==> config.mk <==
export PLATFORM = sky130hd
export DESIGN_NAME = pid_rate_gate
export DESIGN_NICKNAME = d
export VERILOG_FILES = /design/src/rtl/pid_rate_gate.sv
export SDC_FILE = /design/constraint.sdc
export NUM_CORES = 1
export LEC_CHECK = 0
export ABC_AREA = 1
export BUFFER_PORTS_ARGS = -buffer_cell sky130_fd_sc_hd__buf_2
export CORE_MARGIN = 5
export CORE_UTILIZATION = 40
export CTS_CLUSTER_SIZE = 14
export DETAILED_ROUTE_END_ITERATION = 16
export GPL_TIMING_DRIVEN = 0
export PLACE_DENSITY = 0.6
export RECOVER_POWER = 50
export SYNTH_ARGS = -nofsm -noshare
export SYNTH_HDL_FRONTEND = slang
export SYNTH_SLANG_ARGS = --single-unit
==> constraint.sdc <==
create_clock -name clk -period 5.6 [get_ports clk]
set_input_delay 0.28 -clock clk [delete_from_list [all_inputs] [get_ports clk]]
set_output_delay 0.28 -clock clk [all_outputs]
set_load 0.05 [all_outputs]
==> src/rtl/pid_rate_gate.sv <==
// pid_rate_gate
// Edge-detects the Electron/Muon/Pion flags from the trigger TDC, counts each
// over a programmable gate window and latches the per-window totals for
// local-bus readout. Also issues a one-cycle trigger pulse with a type code,
// filtered by a per-type mask and a post-pulse hold-off.
// Optional feature: define PID_PRESCALE_EN to add a trigger prescaler at
// register BASE_ADDR+6 (otherwise that address reads 0 and ignores writes).
//
// state   | meaning
// --------+--------------------------------------------------------------
// S_IDLE  | disabled; live counters held at 0, waiting for EN
// S_COUNT | window open; rises counted, gate counter running down
// S_LATCH | one cycle; live totals copied to readout, next window armed
module pid_rate_gate #(
  parameter logic [7:0]  BASE_ADDR    = 8'hD0,
  parameter logic [31:0] GATE_DEFAULT = 32'd1000,
  parameter logic [7:0]  HOLDOFF      = 8'd4
) (
  input  logic        clk,
  input  logic        rst,
  input  logic        Electron,
  input  logic        Muon,
  input  logic        Pion,
  input  logic [31:0] DataIn,
  input  logic [7:0]  Address,
  input  logic        Read,
  input  logic        Write,
  output logic [31:0] DataOut,
  output logic        TrigOut,
  output logic [1:0]  TrigType
);

  typedef enum logic [1:0] {
    S_IDLE  = 2'd0,
    S_COUNT = 2'd1,
    S_LATCH = 2'd2
  } state_t;

  state_t r_state;
  state_t w_state_nxt;

  logic [3:0]       r_ctrl;
  logic [31:0]      r_gate;
  logic [31:0]      r_gate_cnt;
  logic [2:0]       r_flag_q;
  logic [2:0][23:0] r_live;
  logic [2:0]       r_live_ovf;
  logic [2:0][23:0] r_lat;
  logic [2:0]       r_lat_ovf;
  logic [15:0]      r_win_num;
  logic             r_win_valid;
  logic [7:0]       r_hold;

  logic [7:0]  w_off;
  logic        w_in_range;
  logic        w_wr_ctrl;
  logic        w_wr_gate;
  logic        w_en;
  logic [2:0]  w_mask;
  logic [2:0]  w_rise;
  logic [2:0]  w_qual;
  logic [31:0] w_gate_load;
  logic        w_cand;
  logic        w_fire;
  logic [1:0]  w_type;
  logic [31:0] w_psc_rd;

  // Offset arithmetic wraps, so a single compare covers the 7-register range.
  assign w_off       = Address - BASE_ADDR;
  assign w_in_range  = (w_off < 8'd7);
  assign w_wr_ctrl   = Write && (w_off == 8'd0);
  assign w_wr_gate   = Write && (w_off == 8'd1);
  assign w_en        = r_ctrl[0];
  assign w_mask      = r_ctrl[3:1];
  assign w_rise      = {Pion, Muon, Electron} & ~r_flag_q;
  assign w_gate_load = (r_gate == 32'd0) ? 32'd1 : r_gate;
  assign w_qual      = w_rise & w_mask &
                       {3{(r_state == S_COUNT) || (r_state == S_LATCH)}};
  // A candidate is a masked-in rise outside the hold-off of the last pulse.
  assign w_cand      = (|w_qual) && (r_hold == 8'd0);

  // Trigger type priority: electron > muon > pion.
  always_comb begin
    w_type = 2'b00;
    if (w_qual[0])      w_type = 2'b01;
    else if (w_qual[1]) w_type = 2'b10;
    else if (w_qual[2]) w_type = 2'b11;
  end

`ifdef PID_PRESCALE_EN
  logic [15:0] r_prescale;
  logic [15:0] r_psc_cnt;
  logic        w_wr_psc;

  assign w_wr_psc = Write && (w_off == 8'd6);
  assign w_fire   = w_cand && (r_psc_cnt == r_prescale);
  assign w_psc_rd = {16'h0, r_prescale};

  // Prescale register and counter; every (N+1)th candidate is passed on.
  always_ff @(posedge clk) begin
    if (rst) begin
      r_prescale <= 16'd0;
      r_psc_cnt  <= 16'd0;
    end else if (w_wr_psc) begin
      r_prescale <= DataIn[15:0];
      r_psc_cnt  <= 16'd0;
    end else if (w_cand) begin
      r_psc_cnt <= (r_psc_cnt == r_prescale) ? 16'd0 : r_psc_cnt + 16'd1;
    end
  end
`else
  assign w_fire   = w_cand;
  assign w_psc_rd = 32'h0;
`endif

  // Configuration registers written from the local bus.
  always_ff @(posedge clk) begin
    if (rst) begin
      r_ctrl <= 4'd0;
      r_gate <= GATE_DEFAULT;
    end else begin
      if (w_wr_ctrl) r_ctrl <= DataIn[3:0];
      if (w_wr_gate) r_gate <= DataIn;
    end
  end

  // One-cycle history of the flags for rise detection.
  always_ff @(posedge clk) begin
    if (rst) r_flag_q <= 3'b000;
    else     r_flag_q <= {Pion, Muon, Electron};
  end

  // State register.
  always_ff @(posedge clk) begin
    if (rst) r_state <= S_IDLE;
    else     r_state <= w_state_nxt;
  end

  // Next-state logic; losing EN during a window abandons it without a latch.
  always_comb begin
    w_state_nxt = r_state;
    case (r_state)
      S_IDLE:  if (w_en) w_state_nxt = S_COUNT;
      S_COUNT: begin
        if (!w_en)                    w_state_nxt = S_IDLE;
        else if (r_gate_cnt <= 32'd1) w_state_nxt = S_LATCH;
      end
      S_LATCH: w_state_nxt = w_en ? S_COUNT : S_IDLE;
      default: w_state_nxt = S_IDLE;
    endcase
  end

  // Window datapath: gate counter, live counters and latched totals.
  always_ff @(posedge clk) begin
    if (rst) begin
      r_gate_cnt  <= 32'd0;
      r_live      <= '0;
      r_live_ovf  <= 3'b000;
      r_lat       <= '0;
      r_lat_ovf   <= 3'b000;
      r_win_num   <= 16'd0;
      r_win_valid <= 1'b0;
    end else begin
      case (r_state)
        S_IDLE: begin
          r_live     <= '0;
          r_live_ovf <= 3'b000;
          if (w_en) r_gate_cnt <= w_gate_load;
        end
        S_COUNT: begin
          if (!w_en) begin
            r_live     <= '0;
            r_live_ovf <= 3'b000;
          end else begin
            r_gate_cnt <= r_gate_cnt - 32'd1;
            for (int i = 0; i < 3; i++) begin
              if (w_rise[i]) begin
                if (r_live[i] == 24'hFFFFFF) r_live_ovf[i] <= 1'b1;
                else                         r_live[i]     <= r_live[i] + 24'd1;
              end
            end
          end
        end
        S_LATCH: begin
          r_lat       <= r_live;
          r_lat_ovf   <= r_live_ovf;
          r_win_num   <= r_win_num + 16'd1;
          r_win_valid <= 1'b1;
          r_gate_cnt  <= w_gate_load;
          r_live_ovf  <= 3'b000;
          // A rise during LATCH belongs to the window that opens next.
          for (int i = 0; i < 3; i++) begin
            r_live[i] <= {23'd0, w_rise[i] & w_en};
          end
        end
        default: begin
          r_live     <= '0;
          r_live_ovf <= 3'b000;
        end
      endcase
    end
  end

  // Registered trigger pulse and hold-off counter.
  always_ff @(posedge clk) begin
    if (rst) begin
      TrigOut  <= 1'b0;
      TrigType <= 2'b00;
      r_hold   <= 8'd0;
    end else begin
      TrigOut  <= w_fire;
      TrigType <= w_fire ? w_type : 2'b00;
      if (w_fire)              r_hold <= HOLDOFF;
      else if (r_hold != 8'd0) r_hold <= r_hold - 8'd1;
    end
  end

  // Combinational readout; zero unless addressed, so it can be OR-combined.
  always_comb begin
    DataOut = 32'h0;
    if (Read && w_in_range) begin
      case (w_off)
        8'd0:    DataOut = {28'h0, r_ctrl};
        8'd1:    DataOut = r_gate;
        8'd2:    DataOut = {r_lat_ovf[0], 7'h0, r_lat[0]};
        8'd3:    DataOut = {r_lat_ovf[1], 7'h0, r_lat[1]};
        8'd4:    DataOut = {r_lat_ovf[2], 7'h0, r_lat[2]};
        8'd5:    DataOut = {15'h0, r_win_valid, r_win_num};
        8'd6:    DataOut = w_psc_rd;
        default: DataOut = 32'h0;
      endcase
    end
  end

endmodule
======== Word-level counts from Yosys, hierarchy flattened ========
Cells that the tools add are included.
cells by class
  add/subtract/negate cells ............... 7
  multipliers ............................. 0
  divide/modulo/power cells ............... 0
  order comparisons ....................... 2
  equal/unequal tests ..................... 19
  shift-type cells ........................ 0
  muxes and demuxes ....................... 24
  bitwise gates (word level) .............. 10
  reductions and logical operators ........ 25
operators by type and width
  cell                                                                           count
  32-bit one-hot mux with 6 select lines                                         1
  24-bit two-way mux                                                             6
  72-bit one-hot mux with 2 select lines                                         1
  32-bit two-way mux                                                             4
  32-bit one-hot mux with 3 select lines                                         1
  24-bit by 1-bit adder with 24-bit output (second input constant)               3
  24-bit equality test (second input constant)                                   3
  72-bit two-way mux                                                             1
  32-bit by 1-bit <= comparator with 1-bit output (second input constant)        1
  32-bit logical NOT                                                             1
  32-bit by 1-bit subtractor with 32-bit output (second input constant)          1
  3-bit inequality test (second input constant)                                  6
  16-bit by 1-bit adder with 16-bit output (second input constant)               1
  8-bit by 2-bit equality test with 1-bit output (second input constant)         2
  8-bit by 3-bit equality test with 1-bit output (second input constant)         2
  8-bit logical NOT                                                              2
  2-bit AND reduction                                                            7
  2-bit two-way mux                                                              5
  3-bit bitwise AND                                                              3
  3-bit OR reduction                                                             3
  8-bit by 1-bit equality test with 1-bit output (second input constant)         1
  8-bit by 3-bit less-than comparator with 1-bit output (second input constant)  1
  8-bit nonzero test                                                             1
  8-bit by 1-bit subtractor with 8-bit output (second input constant)            1
  other kinds (18)                                                               29
word-level totals
  register bits ........................... 251
  latch bits .............................. 0
  bits in writable memories ............... 0
  ROM bits ................................ 0
  bits of input ports ..................... 47
  output and inout port bits .............. 35
  logic and storage cells ................. 109
  memories kept ........................... 0

======== Logic depth before layout (Yosys ltp) ========
Gate-level depths: netlist of the first run.
  depth after elaboration ................. 8
  depth in mapped cells ................... 12
  depth with buffers taken out ............ 12

======== Worst setup path before layout of the first run ========
No wires, ideal clock.
  kind .................................... input to output
  from .................................... input Address[3]
  to ...................................... output DataOut[24]
  arrival ................................. 2.053 ns
  required time ........................... 5.320 ns
  path slack .............................. 3.267 ns
  stages .................................. 6
  path buffers ............................ 1
  cell sequence ........................... inv_1 > nand2_1 > inv_1 > nand4_2 > clkbuf_1 > nor3_1
between the ends
  cells in the longest elaborated chain, start to end .. 4
  elaborated cells on any way between the ends .. 11
  classes of those cells .................. 1 x add/sub; 1 x order compare; 5 x eq/ne; 2 x mux; 2 x reduce/logical
RTL lines
  item                                                                                 RTL line  source
  from (decl)                                                                          25        input logic [7:0] Address,
  8-bit subtractor *                                                                   69        assign w_off = Address - BASE_ADDR;
  8-bit by 3-bit less-than comparator with 1-bit output, or another cell as far along  70        assign w_in_range = (w_off < 8'd7);
  1-bit logical AND / 32-bit one-hot mux with 6 select lines (equally long branches)   221, 222
  32-bit two-way mux *                                                                 221       if (Read && w_in_range) begin
  to (decl)                                                                            28        output logic [31:0] DataOut,
Every way passes the cells marked *; elsewhere a longest branch is shown, timed or not.

======== Worst setup path in the final report of the first run ========
  from .................................... register r_state[1]
  to ...................................... register r_live[41] (netlist bit)
between the ends
  cells in the longest elaborated chain, start to end .. 3
  elaborated cells on any way between the ends .. 6
  classes of those cells .................. 4 x eq/ne; 1 x mux; 1 x reduce/logical
RTL lines
  item                                            RTL line  source
  from (decl)                                     39        state_t r_state;
  from (signal assigned)                          136       else r_state <= w_state_nxt;
  2-bit by 1-bit equality test with 1-bit output  164       case (r_state)
  3-bit inequality test (no source line)          -
  2-bit AND reduction (no source line)            -
  to (signal, indexed assignment)                 179       else r_live[i] <= r_live[i] + 24'd1;
  to (signal, indexed assignment)                 193       r_live[i] <= {23'd0, w_rise[i] & w_en};
  to (decl)                                       46        logic [2:0][23:0] r_live;
Several ways; a longest one is shown, not always the timed one.
A chain may end at the register's enable or synchronous reset.

==> results of run 1 <==
registers in the layout, summed over array words and instances (netlist names):
| register | cells |
|---|---|
| r_lat | 72 |
| TrigOut | 1 |
| TrigType | 2 |
| r_gate | 32 |
| r_flag_q | 3 |
| r_state | 2 |
| r_live | 72 |
| r_gate_cnt | 32 |
| r_win_num | 16 |
| r_hold | 8 |
| r_live_ovf | 3 |
| r_ctrl | 4 |
| r_lat_ovf | 3 |
| r_win_valid | 1 |
per-stage QoR:
stage / setup WS, ns / cells / instance area, µm² / power (mW)
after detailed placement: 2.71 / 2598 / 14300 / 3.90
final: 2.18 / 2668 / 15400 / 6.03
after global placement: 2.71 / 2598 / 14300 / 3.87
after global routing: 2.06 / 2668 / 15400 / 6.38
after floorplan: 3.27 / 2076 / 13300 / 3.40
after CTS: 2.69 / 2668 / 15500 / 6.03
worst max-delay path: stages (launching register included):
cell and delay [ns]:
dfxtp_1 0.37, inv_1 0.10, ha_1 0.14, clkbuf_1 0.33
nand2_1 0.15, inv_1 0.48, nand2_1 0.22, nor2_1 0.75
clkbuf_2 0.46, o21ai_0 0.17, nand2_1 0.08, nand2_1 0.05
inv_1 0.05
power groups by stage:
stage / combinational, mW / sequential, mW / clock, mW
floorplan: 1.21 / 2.19 / 0
global placement: 1.63 / 2.25 / 0
detailed placement: 1.65 / 2.25 / 0
CTS: 1.67 / 2.21 / 2.15
global route: 1.90 / 2.24 / 2.23
finish: 1.69 / 2.22 / 2.12
what timing repair did:
action                    CTS  global route
setup buffers               0             0
hold buffers               16             0
hold endpoints to repair   17             0
cell families after synthesis:
| logic type | count (synthesis) | share of synthesized area |
|---|---|---|
| simple gates | 968 | 0.311 |
| compound gates | 488 | 0.192 |
| buf+inv | 348 | 0.103 |
| flops | 251 | 0.377 |
| fa+ha+maj | 11 | 0.0103 |
| xor+xnor | 10 | 0.00657 |
cells in the final DEF (no fill, tap or decap), types with 6 or more instances in the layout:
cell type | synthesis | routed
a21oi_1 | 212 | 212
a41oi_1 | 8 | 8
buf_2 | 20 | 85
clkbuf_1 | 57 | 81
clkbuf_16 | 0 | 31
clkbuf_8 | 0 | 6
dfxtp_1 | 251 | 251
dlygate4sd3_1 | 0 | 16
ha_1 | 11 | 11
inv_1 | 249 | 251
inv_2 | 10 | 8
nand2_1 | 488 | 490
nand2_2 | 7 | 6
nand3_1 | 112 | 112
nand4_1 | 42 | 44
nor2_1 | 242 | 244
nor2_2 | 7 | 6
nor3_1 | 38 | 39
o211ai_1 | 7 | 7
o21ai_0 | 233 | 234
xnor2_1 | 6 | 6
final cells by class:
cell class,instances,area [µm²],area share
plain buffers,88,389,0.0252
flip-flops and latches,251,5020,0.325
well taps,442,553,0.0358
repair buffers,96,547,0.0354
inverters,260,976,0.0632
clock inverters,9,179,0.0116
clock buffers,45,888,0.0575
multi-input cells,1477,6880,0.446
worst paths after layout:
path                 start            end  slack [ns]  cells after the start
max reg2reg     r_state[1]     r_live[41]        2.18                     12
min             DataIn[29]     r_gate[29]        0.01                      3
max             r_state[1]     r_live[41]        2.18                     12
min reg2reg  r_win_num[14]  r_win_num[14]        0.45                      1
metal layers:
metal / vias to the layer above / GRT usage / share of wire
li1: 7016 / - / -
met1: 6716 / 0.356 / 0.43
met2: 588 / 0.428 / 0.45
met3: 113 / 0.0449 / 0.082
met4: 0 / 0.0924 / 0.035
met5: - / 0 / 0
==> flow_summary.ini, run 1 <==
[synth]
yosysMostFrequentCell = nand2_1
syn_inst = 2076
synth_area_leaders = dfxtp_1, nand2_1, o21ai_0
ys_ff_latch = 251
synth_top_area_cell = dfxtp_1
async_flop_share = 0
ys_top_cells_by_count = nand2_1, dfxtp_1, inv_1
ys_seq_area_frac = 0.377
synth_edf_count = 0
ys_types = 53
yosysTopAreaCellShare = 0.377
syn_nets = 2134
synthesis.area_um2 = 13300
ys_warn_count = 0
synth_ff_type = dfxtp_1
synth.avg_cell_area_um2 = 6.42

[critical_path]
end_kind = flip-flop
cp_max_fo = 10
worst_ep_required_time_ns = 6.12
crit_type = reg2reg
start_kind = flip-flop
critical_path_arrival_ns = 3.94

[sta]
setup_viol = 0
finalSetupTns_ns = 0
whs_ns = 0.0142
max_freq_ghz = 0.292
final_hold_viol_count = 0
slew_viol_final = 0
relSlewSlack = 0.278
min_period_over_period = 0.611
worstMarginPinSlew_ns = 1.07
rsz0062_at_grt = false
skew_ns = 0.0162
period_minus_slack_ns = 3.42

[cells_and_area]
syn2layout_area_growth_pct = 15.8
final_nets = 2262
drive_above_1_share = 0.0804
antennaDiodeCount = 0
final_util = 0.472
nFillCells = 3479

[power]
swShare = 0.357
vdd_drop_max_mv = 0.246
p_leak_nw = 6.20
power.density_nw_per_um2 = 391
p_clk_frac = 0.352
power_switching_mw = 2.15
p_int_mw = 3.88
p_seq_frac = 0.368
pwr-share-comb = 0.280

[placed_design]
io_buffers = 80
gp_congestion = 1.00
dp_hpwl_um = 38100

[global_routing]
grt_max_degree = 15
grt_antenna_before_repair = 0
overflow = 0
grt_pass1_vias = 13500
grtUsageTotal = 0.264
grt_pass1_wl_um = 76200

[clock_network]
htree_num_levels = 1
cts_tree = built
cts-buffers-inserted = 30
cts.path.max_buffers = 3
cts_resized = 0
clock-sinks = 251
clk_latency_ns = 0.57
clk_pin_slew_ns = 0.06
ctsRootBufferMaster = clkbuf_16

[drt]
first_pass_iters = 6
totalWireLength_um = 50000
ant_nets = 0
viasPerCell = 5.41
post_drt_wl_per_cell_um = 18.7
drc = 0
drt-initial-drc-count = 1456
vias = 14400

[floorplan]
coreArea_um2 = 32700
initial_core_util = 0.408
die_w_um = 193
die_h_um = 193
ios = 82
rows = 66
fp.dieArea_um2 = 37100

[flow_run]
cap_violations = 0

[status]
status = finished, final reports clean

[worst_hold_path]
hp-class = in2reg
No activity file was read; power rests on OpenSTA's default activity.
==> run 2, diff against run 1 <==
--- a/config.mk
+++ b/config.mk
@@ -12,7 +12,7 @@
 export CTS_CLUSTER_SIZE = 14
 export DETAILED_ROUTE_END_ITERATION = 16
 export GPL_TIMING_DRIVEN = 0
-export PLACE_DENSITY = 0.6
+export PLACE_DENSITY = 0.63
 export RECOVER_POWER = 50
 export SYNTH_ARGS = -nofsm -noshare
 export SYNTH_HDL_FRONTEND = slang
==> constraint.sdc (replaced) <==
create_clock -name clk -period 3 [get_ports clk]
set_input_delay 0.15 -clock clk [delete_from_list [all_inputs] [get_ports clk]]
set_output_delay 0.15 -clock clk [all_outputs]
set_load 0.05 [all_outputs]
==> flow_summary.ini, run 2 (synthesis results as in run 1) <==
[global_routing]
grt_pass1_vias = 13600
overflow = 0
grt_antenna_before_repair = 0
grt_max_degree = 15
grt_pass1_wl_um = 76500
grtUsageTotal = 0.266

[critical_path]
r2r_setup_slack_ns = 0.25
worst_ep_required_time_ns = 3.48
r2r_start = r_state[1]
startpoint = r_state[1]
reg2reg_depth = 7
crit_type = reg2reg
cp_max_fo = 10
end_kind = flip-flop
r2r_end = r_live[67]
start_kind = flip-flop
critical_path_arrival_ns = 3.23

[power]
p_leak_nw = 6.20
vdd_drop_max_mv = 0.441
total_power_mw = 11.0
power.density_nw_per_um2 = 709

[sta]
final_hold_viol_count = 0
skew_ns = 0.0246
relSlewSlack = 0.326
worstMarginPinSlew_ns = 1.01
min_period_over_period = 0.915
slew_viol_final = 0
setup_viol = 0
rsz0062_at_grt = false
period_minus_slack_ns = 2.75
finalSetupTns_ns = 0
max_freq_ghz = 0.364

[placed_design]
dp_hpwl_um = 38200
gp_congestion = 0.944
io_buffers = 80

[drt]
post_drt_wl_per_cell_um = 18.6
vias = 14500
ant_nets = 0
drt-initial-drc-count = 1524
totalWireLength_um = 50000
first_pass_iters = 6
drc = 0
viasPerCell = 5.39

[flow_run]
cap_violations = 0

[clock_network]
cts.path.max_buffers = 3
clk_pin_slew_ns = 0.06
cts_setup_buffers = 0
htree_num_levels = 1
cts-buffers-inserted = 29
clk_latency_ns = 0.56
ctsRootBufferMaster = clkbuf_16
cts_tree = built
clock-sinks = 251

[floorplan]
die_w_um = 193
coreArea_um2 = 32700
ios = 82
die_h_um = 193
initial_core_util = 0.408
fp.dieArea_um2 = 37100
rows = 66

[cells_and_area]
top_regs = r_lat (72), r_live (72)
drive_above_1_share = 0.0753
antennaDiodeCount = 0
syn2layout_area_growth_pct = 16.7
mostFrequentLayoutCell = nand2_1
final_nets = 2282
nFillCells = 3489
final_cell_mix = nand2_1, inv_1, dfxtp_1, nor2_1, o21ai_0

[status]
status = finished, final reports clean

[worst_hold_path]
hold-path-cell-count = 4
worstHoldStart = rst
min_to = r_gate_cnt[10]
hp-class = in2reg
## run 2: cell types whose count changed in the layout (fill, tap and decap cells not counted), moves of 3 or more
cell,previous run,this run
clkbuf_8,6,3
buf_2,85,75
dlygate4sd3_1,16,37
clkinv_2,1,6
clkbuf_1,81,88
## run 2: metrics by stage
| step | hold WS, ns | instances | area (µm²) | worst slack (ns) | util |
|---|---|---|---|---|---|
| after floorplan | 0.263 | 2076 | 13300 | 0.927 | - |
| after CTS | 0.174 | 2687 | 15600 | 0.0476 | 0.478 |
| after detailed placement | 0.375 | 2598 | 14300 | 0.0669 | 0.437 |
| after global placement | 0.375 | 2598 | 14300 | 0.0756 | 0.437 |
| after global routing | 0.225 | 2687 | 15600 | 0.120 | 0.476 |
| final | 0.193 | 2687 | 15600 | 0.254 | 0.476 |
## run 2: where the power goes
part,switching [mW],internal [mW]
combinational,2.22,0.996
clock,1.49,2.19
sequential,0.334,3.81
## run 2: cell type report
cell class | instances | area (µm²) | area share
Multi-Input combinational cell | 1477 | 6890 | 0.443
Sequential cell | 251 | 5020 | 0.323
Inverter | 260 | 976 | 0.0627
Clock buffer | 38 | 790 | 0.0507
Timing Repair Buffer | 117 | 744 | 0.0478
Tap cell | 442 | 553 | 0.0355
Buffer | 88 | 397 | 0.0255
Clock inverter | 14 | 181 | 0.0117
## run 2: what timing repair did
item                                    in CTS  in global routing
hold buffers                                37                  0
endpoints found under the setup margin       0                 10
endpoints found under the hold margin       39                  0
gates resized for setup                      0                  1
## run 2: worst max-delay path by stage
stage / end / slack, ns / cells past startpoint
after floorplan: DataOut[24] / 0.93 / 6
after global placement: r_live[2] / 0.08 / 9
after detailed placement: r_live[5] / 0.07 / 9
after CTS: r_live[5] / 0.05 / 9
after global routing: r_win_num[14] / 0.12 / 10
final: r_live[67] / 0.25 / 7
## run 2: worst max-delay path, cell delays in order (launching register included)
cell	delay, ns
dfxtp_1	0.45
inv_1	0.10
ha_1	0.45
inv_1	0.27
nor2_4	0.47
clkbuf_1	0.61
nand3_1	0.14
o21ai_0	0.18
## run 2: layer usage
| layer | share of wire | wire [µm] | up-vias | GRT usage |
|---|---|---|---|---|
| li1 | - | - | 7051 | - |
| met1 | 0.43 | 21600 | 6789 | 0.360 |
| met2 | 0.46 | 22900 | 567 | 0.440 |
| met3 | 0.073 | 3660 | 87 | 0.0317 |
| met4 | 0.037 | 1830 | 0 | 0.0891 |
| met5 | 0 | 0 | - | 0 |
==> run 3, diff against run 2 <==
--- a/config.mk
+++ b/config.mk
@@ -12,6 +12,7 @@
 export CTS_CLUSTER_SIZE = 14
 export DETAILED_ROUTE_END_ITERATION = 16
 export GPL_TIMING_DRIVEN = 0
+export MAX_ROUTING_LAYER = met4
 export PLACE_DENSITY = 0.63
 export RECOVER_POWER = 50
 export SYNTH_ARGS = -nofsm -noshare
==> flow_summary.ini, run 3 (synthesis results as in run 1) <==
[worst_hold_path]
hold-path-cell-count = 3
worstHoldStart = rst
hp-class = in2reg

[sta]
relSlewSlack = 0.346
final_hold_viol_count = 0
setup_viol = 0
worstMarginPinSlew_ns = 0.982
min_period_over_period = 0.934
rsz0062_at_grt = false
finalSetupTns_ns = 0
slew_viol_final = 0
max_freq_ghz = 0.357
period_minus_slack_ns = 2.80
skew_ns = 0.00941

[placed_design]
dpl_cell_area_um2 = 14300
dp_hpwl_um = 38200
io_buffers = 80
gp_congestion = 0.958

[cells_and_area]
antennaDiodeCount = 0
nFillCells = 3483
top_regs = r_lat (72), r_live (72)
final_cell_mix = nand2_1, inv_1, dfxtp_1, nor2_1, o21ai_0
drive_above_1_share = 0.0722
final_nets = 2282
regArea_um2 = 5020
mostFrequentLayoutCell = nand2_1
multi_input_area_um2 = 6890
stdcell_area_um2 = 15500
syn2layout_area_growth_pct = 15.9

[critical_path]
crit_top_cell = inv_1
cp_max_fo = 10
start_kind = flip-flop
cp.depth = 7
r2r_start = r_state[1]
crit_type = reg2reg
reg2reg_depth = 7
cp_slowest_stage_delay_ns = 0.62
end_kind = flip-flop
startpoint = r_state[1]
path_cells = inv_1 > ha_1 > inv_1 > nor2_4 > clkbuf_1 > nand3_1 > o21ai_0
critical_path_arrival_ns = 3.27
slowest_stage = clkbuf_1
path_buf_inv = 3
crit_family = buffers and inverters
worst_ep_required_time_ns = 3.47

[global_routing]
overflow = 0
grt_max_degree = 14
grt_antenna_before_repair = 0
grtUsageTotal = 0.272
grt_pass1_vias = 13600
grt_pass1_wl_um = 76500

[power]
vdd_drop_max_mv = 0.464
p_int_mw = 6.71
pwr-share-comb = 0.299
p_seq_frac = 0.386
p_clk_frac = 0.314
power.density_nw_per_um2 = 694
p_leak_nw = 6.15
power_switching_mw = 4.02
swShare = 0.375

[floorplan]
die_h_um = 193
initial_core_util = 0.408
coreArea_um2 = 32700
rows = 66
die_w_um = 193
ios = 82
fp.dieArea_um2 = 37100

[clock_network]
cts.path.max_buffers = 3
clock-sinks = 251
htree_num_levels = 1
clk_pin_slew_ns = 0.06
ctsRootBufferMaster = clkbuf_16
cts-buffers-inserted = 29
cts_setup_buffers = 0
clk_latency_ns = 0.55
cts_tree = built

[status]
status = finished, final reports clean

[flow_run]
cap_violations = 0

[drt]
ant_nets = 0
post_drt_wl_per_cell_um = 18.7
vias = 14500
drt-initial-drc-count = 1498
viasPerCell = 5.41
first_pass_iters = 6
totalWireLength_um = 50200
drc = 0
==> run 3: cell count changes in the layout (fill, tap and decap cells not counted), sizes merged <==
cell    change
bufinv      -3
clkbuf      +3
clkinv      -1
inv         -1
==> run 3: worst paths after layout <==
path / to / slack (ns)
min: r_win_num[3] / 0.22
min reg2reg: r_win_num[14] / 0.45
max: r_live[1] / 0.20
max reg2reg: r_live[1] / 0.20
==> run 3: timing repair <==
item / 4_1_cts / 5_1_grt
resized for setup: 0 / 1
hold buffers: 37 / 0
setup endpoints to repair: 0 / 22
hold endpoints to repair: 39 / 0
==> run 3: layout make-up <==
class | instances | share of cell area
timing repair buffer | 117 | 0.0482
sequential | 251 | 0.325
multi-input combinational | 1477 | 0.446
buffer | 88 | 0.0256
clock buffer | 41 | 0.0512
inverter | 260 | 0.0631
tap | 442 | 0.0358
clock inverter | 9 | 0.00502
==> run 3: power by group through the flow <==
stage / clock, mW / sequential, mW / combinational, mW
after floorplan: 0 / 4.09 / 2.25
after global placement: 0 / 4.19 / 3.07
after detailed placement: 0 / 4.20 / 3.11
after CTS: 3.40 / 4.13 / 3.17
after global routing: 3.54 / 4.19 / 3.59
final: 3.37 / 4.15 / 3.21
==> run 3: metal layers <==
layer / wire (µm) / GRT usage / part of all wire / vias to the layer above
met2: 22700 / 0.428 / 0.45 / 681
li1: - / - / - / 7065
met4: 1780 / 0.0913 / 0.035 / 0
met1: 21600 / 0.362 / 0.43 / 6674
met3: 4120 / 0.0367 / 0.082 / 109
met5: 0 / - / 0 / -
==> run 3: metrics by stage <==
stage / cells / hold slack (ns) / power [mW] / utilization / worst slack (ns)
4_1_cts: 2685 / 0.194 / 10.7 / 0.475 / 0.0422
6_report: 2685 / 0.223 / 10.7 / 0.473 / 0.198
3_5_place_dp: 2598 / 0.376 / 7.31 / 0.437 / 0.0792
3_3_place_gp: 2598 / 0.370 / 7.26 / 0.437 / 0.0778
2_1_floorplan: 2076 / 0.263 / 6.34 / - / 0.927
5_1_grt: 2685 / 0.265 / 11.3 / 0.473 / 0.0430
==> run 3: worst register-to-register path, cell delays in order (launching register included) <==
cell	delay (ns)
dfxtp_1	0.44
inv_1	0.10
ha_1	0.46
inv_1	0.30
nor2_4	0.45
clkbuf_1	0.62
nand3_1	0.13
o21ai_0	0.22
